File: src/rtl/estacionamiento_multi.sv
// Multi-lane parking occupancy controller: per-lane synchroniser, debouncer and
// direction FSM feeding one shared saturating occupancy counter.
//
// state  | meaning
// IDLE   | lane clear, waiting for a vehicle
// IN_A   | entering, outer sensor blocked
// IN_AB  | entering, both sensors blocked
// IN_B   | entering, only inner sensor blocked
// OUT_B  | leaving, inner sensor blocked
// OUT_AB | leaving, both sensors blocked
// OUT_A  | leaving, only outer sensor blocked
// ABORT  | illegal sequence seen, waiting for lane to clear
module estacionamiento_multi #(
    parameter int LANES      = 2,
    parameter int CAP        = 7,
    parameter int CNT_W      = 3,
    parameter int DEB_CYCLES = 10000,
    parameter int DEB_W      = 14
) (
    input  logic             clk,
    input  logic             rst,
    input  logic [LANES-1:0] sens_a,
    input  logic [LANES-1:0] sens_b,
    input  logic             clr_err,
    output logic [CNT_W-1:0] count,
    output logic             full,
    output logic             empty,
    output logic [LANES-1:0] entry_pulse,
    output logic [LANES-1:0] exit_pulse,
    output logic [LANES-1:0] seq_err,
    output logic             ovf,
    output logic             udf
);

    typedef enum logic [2:0] {
        IDLE, IN_A, IN_AB, IN_B, OUT_B, OUT_AB, OUT_A, ABORT
    } state_t;

    localparam int PC_W = $clog2(LANES + 1);
    localparam int SW   = ((CNT_W > PC_W) ? CNT_W : PC_W) + 2;
    localparam logic signed [SW-1:0] CAP_S = SW'(CAP);

    for (genvar g = 0; g < LANES; g++) begin : g_lane
        logic [1:0] raw;
        logic [1:0] sync_1;
        logic [1:0] sync_2;
        logic [1:0] deb;
        state_t     state;
        logic       ent_q;
        logic       ext_q;
        logic       err_q;

        assign raw = {sens_a[g], sens_b[g]};

        always_ff @(posedge clk or negedge rst) begin
            if (!rst) begin
                sync_1 <= '0;
                sync_2 <= '0;
            end else begin
                sync_1 <= raw;
                sync_2 <= sync_1;
            end
        end

        for (genvar k = 0; k < 2; k++) begin : g_deb
            logic             deb_q;
            logic [DEB_W-1:0] deb_cnt;

            // Commit on the DEB_CYCLES-th consecutive cycle of disagreement.
            always_ff @(posedge clk or negedge rst) begin
                if (!rst) begin
                    deb_q   <= 1'b0;
                    deb_cnt <= '0;
                end else if (sync_2[k] == deb_q) begin
                    deb_cnt <= '0;
                end else if (deb_cnt == DEB_W'(DEB_CYCLES - 1)) begin
                    deb_q   <= sync_2[k];
                    deb_cnt <= '0;
                end else begin
                    deb_cnt <= deb_cnt + 1'b1;
                end
            end

            assign deb[k] = deb_q;
        end

        // deb[1] is the outer (A) sensor, deb[0] the inner (B) sensor.
        always_ff @(posedge clk or negedge rst) begin
            if (!rst) begin
                state <= IDLE;
                ent_q <= 1'b0;
                ext_q <= 1'b0;
                err_q <= 1'b0;
            end else begin
                ent_q <= 1'b0;
                ext_q <= 1'b0;
                err_q <= 1'b0;
                case (state)
                    IDLE: begin
                        case (deb)
                            2'b10: state <= IN_A;
                            2'b01: state <= OUT_B;
                            2'b11: begin state <= ABORT; err_q <= 1'b1; end
                            default: state <= IDLE;
                        endcase
                    end
                    IN_A: begin
                        case (deb)
                            2'b11: state <= IN_AB;
                            2'b00: state <= IDLE;
                            2'b01: begin state <= ABORT; err_q <= 1'b1; end
                            default: state <= IN_A;
                        endcase
                    end
                    IN_AB: begin
                        case (deb)
                            2'b01: state <= IN_B;
                            2'b10: state <= IN_A;
                            2'b00: begin state <= ABORT; err_q <= 1'b1; end
                            default: state <= IN_AB;
                        endcase
                    end
                    IN_B: begin
                        case (deb)
                            2'b00: begin state <= IDLE; ent_q <= 1'b1; end
                            2'b11: state <= IN_AB;
                            2'b10: begin state <= ABORT; err_q <= 1'b1; end
                            default: state <= IN_B;
                        endcase
                    end
                    OUT_B: begin
                        case (deb)
                            2'b11: state <= OUT_AB;
                            2'b00: state <= IDLE;
                            2'b10: begin state <= ABORT; err_q <= 1'b1; end
                            default: state <= OUT_B;
                        endcase
                    end
                    OUT_AB: begin
                        case (deb)
                            2'b10: state <= OUT_A;
                            2'b01: state <= OUT_B;
                            2'b00: begin state <= ABORT; err_q <= 1'b1; end
                            default: state <= OUT_AB;
                        endcase
                    end
                    OUT_A: begin
                        case (deb)
                            2'b00: begin state <= IDLE; ext_q <= 1'b1; end
                            2'b11: state <= OUT_AB;
                            2'b01: begin state <= ABORT; err_q <= 1'b1; end
                            default: state <= OUT_A;
                        endcase
                    end
                    default: begin
                        if (deb == 2'b00) state <= IDLE;
                        else              state <= ABORT;
                    end
                endcase
            end
        end

        assign entry_pulse[g] = ent_q;
        assign exit_pulse[g]  = ext_q;
        assign seq_err[g]     = err_q;
    end

    logic        [SW-1:0]    n_ent;
    logic        [SW-1:0]    n_ext;
    logic signed [SW-1:0]    sum;
    logic        [CNT_W-1:0] count_nxt;
    logic                    set_ovf;
    logic                    set_udf;

    // Signed intermediate is wide enough that the net change can never wrap.
    always_comb begin
        n_ent = '0;
        n_ext = '0;
        for (int i = 0; i < LANES; i++) begin
            n_ent = n_ent + SW'(entry_pulse[i]);
            n_ext = n_ext + SW'(exit_pulse[i]);
        end
        sum     = SW'(count) + n_ent - n_ext;
        set_ovf = (sum > CAP_S);
        set_udf = sum[SW-1];
        if (set_ovf)      count_nxt = CNT_W'(CAP);
        else if (set_udf) count_nxt = '0;
        else              count_nxt = sum[CNT_W-1:0];
    end

    always_ff @(posedge clk or negedge rst) begin
        if (!rst) begin
            count <= '0;
            full  <= 1'b0;
            empty <= 1'b1;
            ovf   <= 1'b0;
            udf   <= 1'b0;
        end else begin
            count <= count_nxt;
            full  <= (count_nxt == CNT_W'(CAP));
            empty <= (count_nxt == '0);
            if (set_ovf)      ovf <= 1'b1;
            else if (clr_err) ovf <= 1'b0;
            if (set_udf)      udf <= 1'b1;
            else if (clr_err) udf <= 1'b0;
        end
    end

endmodule

File: config.mk
export PLATFORM = sky130hd
export DESIGN_NAME = estacionamiento_multi
export DESIGN_NICKNAME = d
export VERILOG_FILES = /design/src/rtl/estacionamiento_multi.sv
export SDC_FILE = /design/constraint.sdc
export NUM_CORES = 1
export LEC_CHECK = 0
export ABC_CLOCK_PERIOD_IN_PS = 2750
export CAP_MARGIN = 5
export CORE_ASPECT_RATIO = 1.4
export CORE_UTILIZATION = 40
export DETAILED_ROUTE_END_ITERATION = 7
export DONT_BUFFER_PORTS = 1
export GPL_TIMING_DRIVEN = 0
export PLACE_DENSITY = 0.55
export SETUP_SLACK_MARGIN = 0.3
export SLEW_MARGIN = 40
export SYNTH_ARGS = -nofsm -noshare
export SYNTH_HDL_FRONTEND = slang
export SYNTH_SLANG_ARGS = --single-unit
File: constraint.sdc
create_clock -name clk -period 2.75 [get_ports clk]
set_input_delay 0.55 -clock clk [delete_from_list [all_inputs] [get_ports clk]]
set_output_delay 0.55 -clock clk [all_outputs]
set_load 0.005 [all_outputs]
==> results of run 1 <==
==> cell type report <==
| class | count | area [µm²] | area share [%] |
|---|---|---|---|
| Buffer | 18 | 116 | 2.28 |
| Clock buffer | 11 | 243 | 4.75 |
| Clock inverter | 5 | 81.3 | 1.59 |
| Inverter | 35 | 131 | 2.57 |
| Multi-Input combinational cell | 309 | 2160 | 42.3 |
| Sequential cell | 87 | 2180 | 42.6 |
| Tap cell | 141 | 176 | 3.45 |
| Timing Repair Buffer | 3 | 22.5 | 0.441 |
==> power breakdown <==
group,leakage [µW],switching (µW),total (µW),internal (µW)
clock network,0.000156,496,1320,821
registers,0.00118,19.0,1320,1300
logic,0.000845,23.6,42.5,18.9
==> flip-flops by register name, indices dropped and copies added, names as in the netlist, 3 cells and up <==
name                  count
count                     3
g_lane.g_deb.deb_q        4
g_lane.state              6
g_lane.g_deb.deb_cnt     56
g_lane.sync_2             4
g_lane.sync_1             4
==> worst max path at each step <==
stage | endpoint | from | slack, ns
after floorplan | empty | g_lane[0].ent_q | 0.48
after global placement | full | g_lane[1].ext_q | 0.21
after detailed placement | full | g_lane[1].ext_q | 0.08
after CTS | full | g_lane[1].ext_q | 0.30
after global routing | full | g_lane[0].ext_q | 0.23
final | full | g_lane[0].ext_q | 0.35
==> routing by layer <==
metal  vias up  part of all wire, %  GRT usage (%)  wire (µm)
met3        10                  2.9           3.38        242
met4         0                  1.5           5.79        126
met2        43                   52           27.5       4350
met1      1558                   44           18.6       3700
li1       1546                    -              -          -
met5         -                    0              0          0
==> critical path, cell delays in order, from the launching register on <==
cell	delay (ns)
dfrtp_1	0.36
inv_2	0.04
fa_1	0.49
inv_1	0.10
fa_2	0.19
inv_2	0.05
ha_4	0.16
fa_2	0.38
xnor2_4	0.15
o21a_1	0.21
nor3b_4	0.15
==> cell families (layout without fill, tap and decap cells) <==
logic type	count (synthesis)	after routing	share of synthesized area, %
compound gates	40	40	5.79
buf+inv	53	72	5.46
mux	10	10	3.23
xor+xnor	52	52	10.0
flops	87	87	48.0
fa+ha+maj	25	25	7.55
simple gates	182	182	19.9
==> through the flow <==
step	cells	hold WS, ns	power [µW]
detailed placement	590	0.257	1390
floorplan	449	0.254	1370
global route	609	-0.110	2770
global placement	590	0.257	1380
finish	609	-0.0964	2680
CTS	607	-0.104	2720
==> cells in the final DEF, fill, tap and decap left out, types with 3 or more instances in the layout <==
cell,count
clkbuf_1,8
inv_2,3
nand3_1,20
o211ai_1,3
nand2b_1,6
inv_1,32
and3_1,7
mux4_2,3
or4b_1,4
mux2_2,3
nand4_1,9
or4_1,4
a21oi_1,9
clkbuf_16,9
xor2_1,12
nor2_1,69
a31oi_1,4
mux2i_1,3
nor3_1,14
xnor2_1,39
nor4_1,12
o21ai_0,8
dfrtp_1,86
ha_1,20
or3_1,5
buf_4,12
nand2_1,22
==> timing repair <==
action                                  4_1_cts  5_1_grt
endpoints found under the hold margin        86       86
buffers inserted                              1        2
gates resized for setup                       8        5
pin swaps                                     3        4
endpoints found under the setup margin        3        2
==> summary.md, run 1 <==
| Metric | Value |
|---|---|
| CTS tree | done |
| Clk root buf | clkbuf_16 |
| Post-layout util | 46.8% |
| Number of synthesized flops with an enable pin | 0 |
| Minimum clock period | 2.40 ns |
| Vias in the first global route | 3128 |
| Final Cycle Share | 87.1% |
| RSZ-0062 raised after global routing | yes |
| Most common library cells after synthesis | dfrtp_1, nor2_1, xnor2_1 |
| GPL Wtd Cong | 0.814 |
| Floorplan die width | 92.0 µm |
| Clock Sink Count | 87 |
| Fmax | 417 MHz |
| Iter 0 DRT Violations | 130 |
| Core area | 10900 µm² |
| Clock edge transition at the registers on the reported setup and hold paths | 0.06 ns |
| Cells on worst reg2reg path | 10 |
| Setup TNS | 0 ns |
| CP Capture Type | flop |
| Cell variety after synth | 49 |
| Vias/cell | 5.18 |
| Io pins | 20 |
| Die Height | 128 µm |
| Clk Latency, worst-skew pair | 0.34 ns |
| Nets | 495 |
| Power per Cell Area | 524 nW/µm² |
| Gr usage total | 15.6% |
| Actual slew at the worst max-slew pin | 0.430 ns |
| Maximum VDD drop | 365 µV |
| Hpwl dp | 5.70 mm |
| Post-route worst setup slack | 0.354 ns |
| Hold crit path type | input port to asynchronous set/reset pin |
| Yosys warnings | 0 |
| R2r setup slk | 0.35 ns |
| Drt total wl | 8.42 mm |
| Finished Cell Area | 5110 µm² |
| Critical path class | flop to flop |
| TritonCTS buffer count | 9 |
| Setup violations, final | 0 |
| Syn Area/Cell | 10.1 µm² |
| N_diodes | 0 |
| Ratio of cells with drive above 1 in the final layout | 10.7% |
| Gate Count Post-Synth | 449 |
| Initial antenna violation count | 0 |
| Router iterations before antenna repair | 4 |
| CP Launch Type | flop |
| Worst Path Arrival | 2.61 ns |
| Die Area | 11800 µm² |
| Syn Nets | 481 |
| Final Max Slew Viols | 0 |
| Count leader, synth | dfrtp_1 |
| Seq/Total Area, Yosys | 48.0% |
| Wirelength per Cell | 13.8 µm |
| Quantity of I/O buffers inserted on ports | 0 |
| Failing checks | hold timing |
| Flops & latches, synth | 87 |
| H-tree depth | 3 |
| Hold Vio Cnt, Final | 86 |
| Dpl ws | 0.0804 ns |
| Share of the synthesized area in the top cell type | 47.4% |
| Cell Area, Synth | 4540 µm² |
| Post-route ant nets | 0 |
| Status | finished, violations left |
| Largest area contributor in the netlist | dfrtp_1 |
| Largest net degree at the start of global routing | 88 |
| Synth area leaders | dfrtp_1, xnor2_1, ha_1 |
| Fillers | 1034 |
| First-pass GRT wire length | 14.7 mm |
| Initial core utilization | 41.5% |
| Congestion Overflow GR | 0 |
| Skew final | 0.00568 ns |
| Row count | 45 |
| Via count | 3157 |
| Async S/R FF share, synth | 100% |
| DRC viols | 0 |
| Worst flop-to-flop path startpoint | g_lane[0].ext_q |
| Rel. slew slack | 71.3% |
| Top_reg_cell synth | dfrtp_1 |
| Max clock buf depth | 2 |
| Max Cap Viol | 0 |
| Post-DP Area | 4710 µm² |
| Crit-path max FO | 3 |
| Worst EP required | 2.97 ns |
| Total leakage power | 0.00218 µW |
| Hold_ws | -0.0964 ns |
| Area Growth Syn to Fin | 12.7% |
| Worst R2R End | full |
Power figures use the tool's default switching activity.
==> run 2, diff against run 1 <==
- CORE_MARGIN: default -> 4
- HOLD_SLACK_MARGIN: default -> 0.05
==> run 2 against run 1 <==
Net effect: the flow still finishes with violations (hold timing); cell count down 0.16%; routed wire length down 3.0%; first-iteration DRC count down 24%; global-route usage down 2.3 points; total power about the same; core utilization down 0.37 points.
==> summary.md, run 2 (synthesis gave the netlist of run 1 again) <==
| Metric | Value |
|---|---|
| Status | finished, violations left |
| Failing checks | hold timing |
| Met3 GRT Util | 3.12% (-0.26 points) |
| RSZ-0062 raised after global routing | no |
| Via count | 3142 (-0.48%) |
| Max clock buf depth | 2 (unchanged) |
| Commonest non-fill, non-tap cell in the layout | dfrtp_1 |
| Floorplan die width | 98.0 µm (+6.5%) |
| TritonCTS buffer count | 9 (unchanged) |
| Logic pwr share | 1.5% (about the same) |
| Row count | 45 (unchanged) |
| Max reg flops | 56 (unchanged) |
| Final Cycle Share | 86.0% (-1.1 points) |
| Worst EP required | 2.96 ns (about the same) |
| Maximum VDD drop | 304 µV (-17%) |
| Drt total wl | 8.16 mm (-3.0%) |
| Fillers | 1041 (+0.68%) |
| Post-route worst setup slack | 0.385 ns (+0.0308 ns) |
| Initial core utilization | 41.3% (-0.21 points) |
| Core area | 11000 µm² (+0.52%) |
| Congestion Overflow GR | 0 (unchanged) |
| Post-route ant nets | 0 (unchanged) |
| Part of the power in registers | 49.2% (about the same) |
| DRC viols | 0 (unchanged) |
| CTS tree | done |
| Router iterations before antenna repair | 4 (unchanged) |
| Critical path's largest stage delay | 0.49 ns (about the same) |
| Max Cap Viol | 0 (unchanged) |
| DP Cell Count | 590 (unchanged) |
| Actual slew at the worst max-slew pin | 0.420 ns (-0.0102 ns) |
| Die Area | 13100 µm² (+12%) |
| Worst Path Arrival | 2.58 ns (-0.03 ns) |
| GPL Wtd Cong | 0.824 (+1.3%) |
| Initial antenna violation count | 0 (unchanged) |
| Minimum clock period | 2.37 ns (-0.0309 ns) |
| Final Max Slew Viols | 0 (unchanged) |
| CP Capture Type | flop |
| Post-layout util | 46.4% (-0.37 points) |
| Largest regs | g_lane.g_deb.deb_cnt x56, g_lane.state x6 |
| Clock edge transition at the registers on the reported setup and hold paths | 0.06 ns (about the same) |
| Vias/cell | 5.17 (-0.31%) |
| Crit path cell chain | fa_1, inv_2, fa_2, inv_2, ha_4, fa_2, xnor2_4, o21a_1, nor3b_2 |
| Die Height | 134 µm (+4.7%) |
| Critical path class | flop to flop |
| CP Launch Type | flop |
| Most frequent cells in the layout | dfrtp_1, nor2_1, xnor2_1 |
| Vias in the first global route | 3200 (+2.3%) |
| Hold_ws | -0.0920 ns (+0.00444 ns) |
| Sw power | 539 µW (+0.10%) |
| Rel. slew slack | 72.0% (+0.68 points) |
| Dpl ws | 0.194 ns (+0.114 ns) |
| Area Growth Syn to Fin | 12.4% |
| Met2 Usage GRT | 22.7% (-4.8 points) |
| Setup violations, final | 0 (unchanged) |
| N_diodes | 0 (unchanged) |
| Nets | 494 (-0.20%) |
| Crit-path max FO | 3 (unchanged) |
| Most used routing layer | met2 |
| Met1 Use GR | 16.1% (-2.6 points) |
| Skew final | 0.00459 ns (-0.00109 ns) |
| Net Sw Frac | 20.1% (about the same) |
| Clock Sink Count | 87 (unchanged) |
| Layout Cells excl Fill | 608 (-0.16%) |
| Gr usage total | 13.3% (-2.3 points) |
| First-pass GRT wire length | 14.5 mm (-1.0%) |
| Hold crit path type | input port to asynchronous set/reset pin |
| Clock Power Share | 49.2% (about the same) |
| Setup TNS | 0 ns (unchanged) |
| Ratio of cells with drive above 1 in the final layout | 10.3% (-0.41 points) |
| Io pins | 20 (unchanged) |
| Fmax | 423 MHz (+1.3%) |
| Slowest CP cell | fa_1 |
| Total leakage power | 0.00216 µW (-1.2%) |
| H-tree depth | 3 (unchanged) |
| Hpwl dp | 5.57 mm (-2.3%) |
| Largest net degree at the start of global routing | 88 (unchanged) |
| Power per Cell Area | 525 nW/µm² (+0.30%) |
| Quantity of I/O buffers inserted on ports | 0 (unchanged) |
| Wirelength per Cell | 13.4 µm (-2.9%) |
| Internal | 2140 µW (about the same) |
| Largest register by flop count | g_lane.g_deb.deb_cnt |
| Iter 0 DRT Violations | 99 (-24%) |
| Clk root buf | clkbuf_16 |
| Hold Vio Cnt, Final | 86 (unchanged) |
| Clk Latency, worst-skew pair | 0.33 ns (about the same) |
run 2: layout make-up:
type                       count  area (µm²)  area share, %
clock inverter                 5        81.3           1.60
timing repair buffer           2        15.0          0.294
multi-input combinational    309        2160           42.3
buffer                        18         116           2.28
clock buffer                  11         243           4.76
tap                          141         176           3.46
inverter                      35         131           2.58
sequential                    87        2180           42.7
run 2: path summary, 6_finish.rpt:
path                                     start                  end  slack (ns)  cells after the start
max                            g_lane[0].ent_q                 full        0.38                      9
min                                        rst   g_lane[0].state[0]       -0.09                      0
max reg2reg                    g_lane[0].ent_q                 full        0.38                      9
min reg2reg                g_lane[1].sync_1[1]  g_lane[1].sync_2[1]        0.35                      0
max in group asynchronous                  rst                empty        2.62                      0
min in group clk                     sens_a[1]  g_lane[1].sync_1[1]        0.24                      0
run 2: what timing repair did:
item                       in CTS  in global routing
setup buffers                   1                  1
gates resized for setup         3                  8
pin swaps                       2                  3
setup endpoints to repair       2                  4
hold endpoints to repair       86                 86
run 2: through the flow:
| step | total power [µW] | cell area, µm² |
|---|---|---|
| after floorplan | 1370 | 4540 |
| after global placement | 1380 | 4710 |
| after detailed placement | 1380 | 4710 |
| after CTS | 2720 | 5060 |
| after global routing | 2780 | 5100 |
| final | 2680 | 5100 |
run 2: layer usage:
metal / vias up / wire length [µm]
met5: - / 0
met4: 0 / 112
met3: 7 / 291
met2: 64 / 4170
met1: 1527 / 3590
li1: 1544 / -
run 2: critical path: cells and delay by family, from the launching register on:
kind / cells / cell delay [ns]
fa+ha+maj: 4 / 1.21
flops: 1 / 0.41
compound gates: 1 / 0.20
xor+xnor: 1 / 0.15
simple gates: 1 / 0.15
buf+inv: 2 / 0.11
run 2: power by group through the flow:
stage	clock network [µW]	logic, µW	registers, µW
5_1_grt	1410	48.4	1320
2_1_floorplan	0	34.0	1340
4_1_cts	1360	42.5	1320
3_5_place_dp	0	42.2	1340
6_report	1320	41.0	1320
3_3_place_gp	0	42.6	1340
==> run 3, diff against run 2 <==
- ABC_CLOCK_PERIOD_IN_PS: 2750 -> default
- clock period: 2.75 -> 2.6 ns (I/O delays scaled with it)
==> run 3 against run 2 <==
Net effect: sequential power grew 5%; first-iteration DRC count grew 5.1%; count of clock-buffer cells in the layout is the same; the flow still finishes with violations (hold timing); via count shrank 0.38%; combinational power grew 5.9%; critical path type unchanged; hold slack lost 0.029 ns.
==> summary.md, run 3 (synthesis gave the netlist of run 1 again) <==
| Metric | Value |
|---|---|
| Quantity of I/O buffers inserted on ports | 0 (unchanged) |
| Part of the power in registers | 49.2% (about the same) |
| Ratio of cells with drive above 1 in the final layout | 11.1% (+0.83 points) |
| Setup TNS | 0 ns (unchanged) |
| Vias/cell | 5.14 (-0.55%) |
| Gr usage total | 13.3% (unchanged) |
| Critical path class | flop to flop |
| Most used routing layer | met2 |
| Status | finished, violations left |
| Clk root buf | clkbuf_16 |
| Hold crit path type | input port to asynchronous set/reset pin |
| N_diodes | 0 (unchanged) |
| Die Area | 13100 µm² (unchanged) |
| Skew final | 0.00524 ns (+0.000658 ns) |
| Die Height | 134 µm (unchanged) |
| Area of the multi-input gates | 2160 µm² (+0.12%) |
| DRC viols | 0 (unchanged) |
| Clock Sink Count | 87 (unchanged) |
| Net Sw Frac | 20.1% (about the same) |
| Minimum clock period | 2.33 ns (-0.0307 ns) |
| Fmax | 428 MHz (+1.3%) |
| Max Cap Viol | 0 (unchanged) |
| CP Capture Type | flop |
| Internal | 2260 µW (+5.8%) |
| First-pass GRT wire length | 14.5 mm (about the same) |
| Largest regs | g_lane.g_deb.deb_cnt x56, g_lane.state x6 |
| Worst Path Arrival | 2.55 ns (-0.03 ns) |
| Largest register by flop count | g_lane.g_deb.deb_cnt |
| RSZ-0062 raised after global routing | yes |
| Largest net degree at the start of global routing | 88 (unchanged) |
| Clock Power Share | 49.2% (about the same) |
| Via count | 3130 (-0.38%) |
| Hold_ws | -0.121 ns (-0.0295 ns) |
| Vias in the first global route | 3197 (-0.094%) |
| Logic pwr share | 1.5% (about the same) |
| Crit-path max FO | 3 (unchanged) |
| Setup violations, final | 0 (unchanged) |
| Max clock buf depth | 2 (unchanged) |
| Fillers | 1039 (-0.19%) |
| Most frequent cells in the layout | dfrtp_1, nor2_1, xnor2_1 |
| Finished Cell Area | 5110 µm² (+0.20%) |
| Floorplan die width | 98.0 µm (unchanged) |
| Commonest non-fill, non-tap cell in the layout | dfrtp_1 |
| Initial core utilization | 41.3% (unchanged) |
| Post-layout util | 46.5% (+0.091 points) |
| Clk Latency, worst-skew pair | 0.33 ns (about the same) |
| Max reg flops | 56 (unchanged) |
| CP Launch Type | flop |
| Sw power | 570 µW (+5.8%) |
| Router iterations before antenna repair | 4 (unchanged) |
| Final Max Slew Viols | 0 (unchanged) |
| Area Growth Syn to Fin | 12.6% |
| CTS tree | done |
| Failing checks | hold timing |
| Congestion Overflow GR | 0 (unchanged) |
| Power per Cell Area | 555 nW/µm² (+5.6%) |
| Hold Vio Cnt, Final | 86 (unchanged) |
| Io pins | 20 (unchanged) |
| TritonCTS buffer count | 9 (unchanged) |
| Dpl ws | 0.0441 ns (-0.150 ns) |
| Met1 Use GR | 16.0% (-0.033 points) |
| Nets | 495 (+0.20%) |
| Core area | 11000 µm² (unchanged) |
| Clock edge transition at the registers on the reported setup and hold paths | 0.06 ns (about the same) |
| Actual slew at the worst max-slew pin | 0.422 ns (+0.00152 ns) |
| Maximum VDD drop | 323 µV (+6.2%) |
| Post-route worst setup slack | 0.266 ns (-0.119 ns) |
| Final Cycle Share | 89.8% (+3.8 points) |
| Iter 0 DRT Violations | 104 (+5.1%) |
| Hpwl dp | 5.57 mm (unchanged) |
| Post-DP Area | 4710 µm² (unchanged) |
| Met2 Usage GRT | 22.8% (+0.038 points) |
| GPL Wtd Cong | 0.824 (unchanged) |
| Initial antenna violation count | 0 (unchanged) |
| Rel. slew slack | 71.9% (-0.10 points) |
| Drt total wl | 8.14 mm (-0.34%) |
| Total leakage power | 0.00216 µW (+0.25%) |
| Register Area | 2180 µm² (unchanged) |
| H-tree depth | 3 (unchanged) |
| Post-route ant nets | 0 (unchanged) |
| Met3 GRT Util | 3.12% (unchanged) |
| Row count | 45 (unchanged) |
| Wirelength per Cell | 13.4 µm (-0.51%) |
| Worst EP required | 2.81 ns (-0.15 ns) |
run 3: cell count changes in the layout (fill, tap and decap cells not counted):
cell / previous run / this run
inv_2: 2 / 4
fa_1: 2 / 1
o21ai_0: 8 / 7
inv_1: 33 / 31
fa_2: 2 / 3
o21ai_1: 0 / 1
buf_4: 11 / 12
run 3: power by group through the flow:
stage	Sequential [µW]	Combinational, µW	Clock (µW)
after global routing	1400	51.2	1490
after global placement	1420	45.0	0
after floorplan	1410	35.9	0
after CTS	1390	44.9	1440
after detailed placement	1420	44.6	0
final	1390	43.4	1400
run 3: final timing paths:
path	slack (ns)	start	depth (start not counted)	to
max	0.27	g_lane[0].ext_q	10	full
min	-0.12	rst	0	g_lane[0].state[0]
max reg2reg	0.27	g_lane[0].ext_q	10	full
min reg2reg	0.35	g_lane[1].sync_1[1]	0	g_lane[1].sync_2[1]
max in group asynchronous	2.49	rst	0	empty
min in group clk	0.21	sens_a[1]	0	g_lane[1].sync_1[1]
run 3: final cells by class:
cell class | instances | share of cell area, %
well taps | 141 | 3.45
clock inverters | 5 | 1.59
inverters | 35 | 2.57
flip-flops and latches | 87 | 42.6
clock buffers | 11 | 4.75
repair buffers | 3 | 0.441
plain buffers | 18 | 2.28
multi-input cells | 309 | 42.3
run 3: stage by stage:
stage | hold slack [ns] | total power [µW] | std cells
4_1_cts | -0.135 | 2870 | 607
5_1_grt | -0.141 | 2940 | 609
2_1_floorplan | 0.224 | 1450 | 449
6_report | -0.121 | 2830 | 609
3_5_place_dp | 0.227 | 1460 | 590
3_3_place_gp | 0.227 | 1460 | 590
run 3: repair_timing:
| action | 4_1_cts | 5_1_grt |
|---|---|---|
| setup buffers | 1 | 2 |
| setup endpoints to repair | 4 | 4 |
| endpoints found under the hold margin | 87 | 87 |
| resized for setup | 10 | 5 |
| pin swaps | 4 | 5 |
run 3: worst max-delay path: stages, from the launching register on:
cell	delay (ns)
dfrtp_1	0.37
inv_2	0.05
fa_1	0.48
inv_2	0.07
fa_2	0.18
inv_2	0.04
ha_4	0.15
fa_2	0.38
xnor2_4	0.15
o21a_1	0.20
nor3b_2	0.15
run 3: metal layers:
layer,vias up,part of all wire (%)
met5,-,0
met4,0,1.4
met3,7,3.2
met2,47,51
met1,1531,45
li1,1545,-
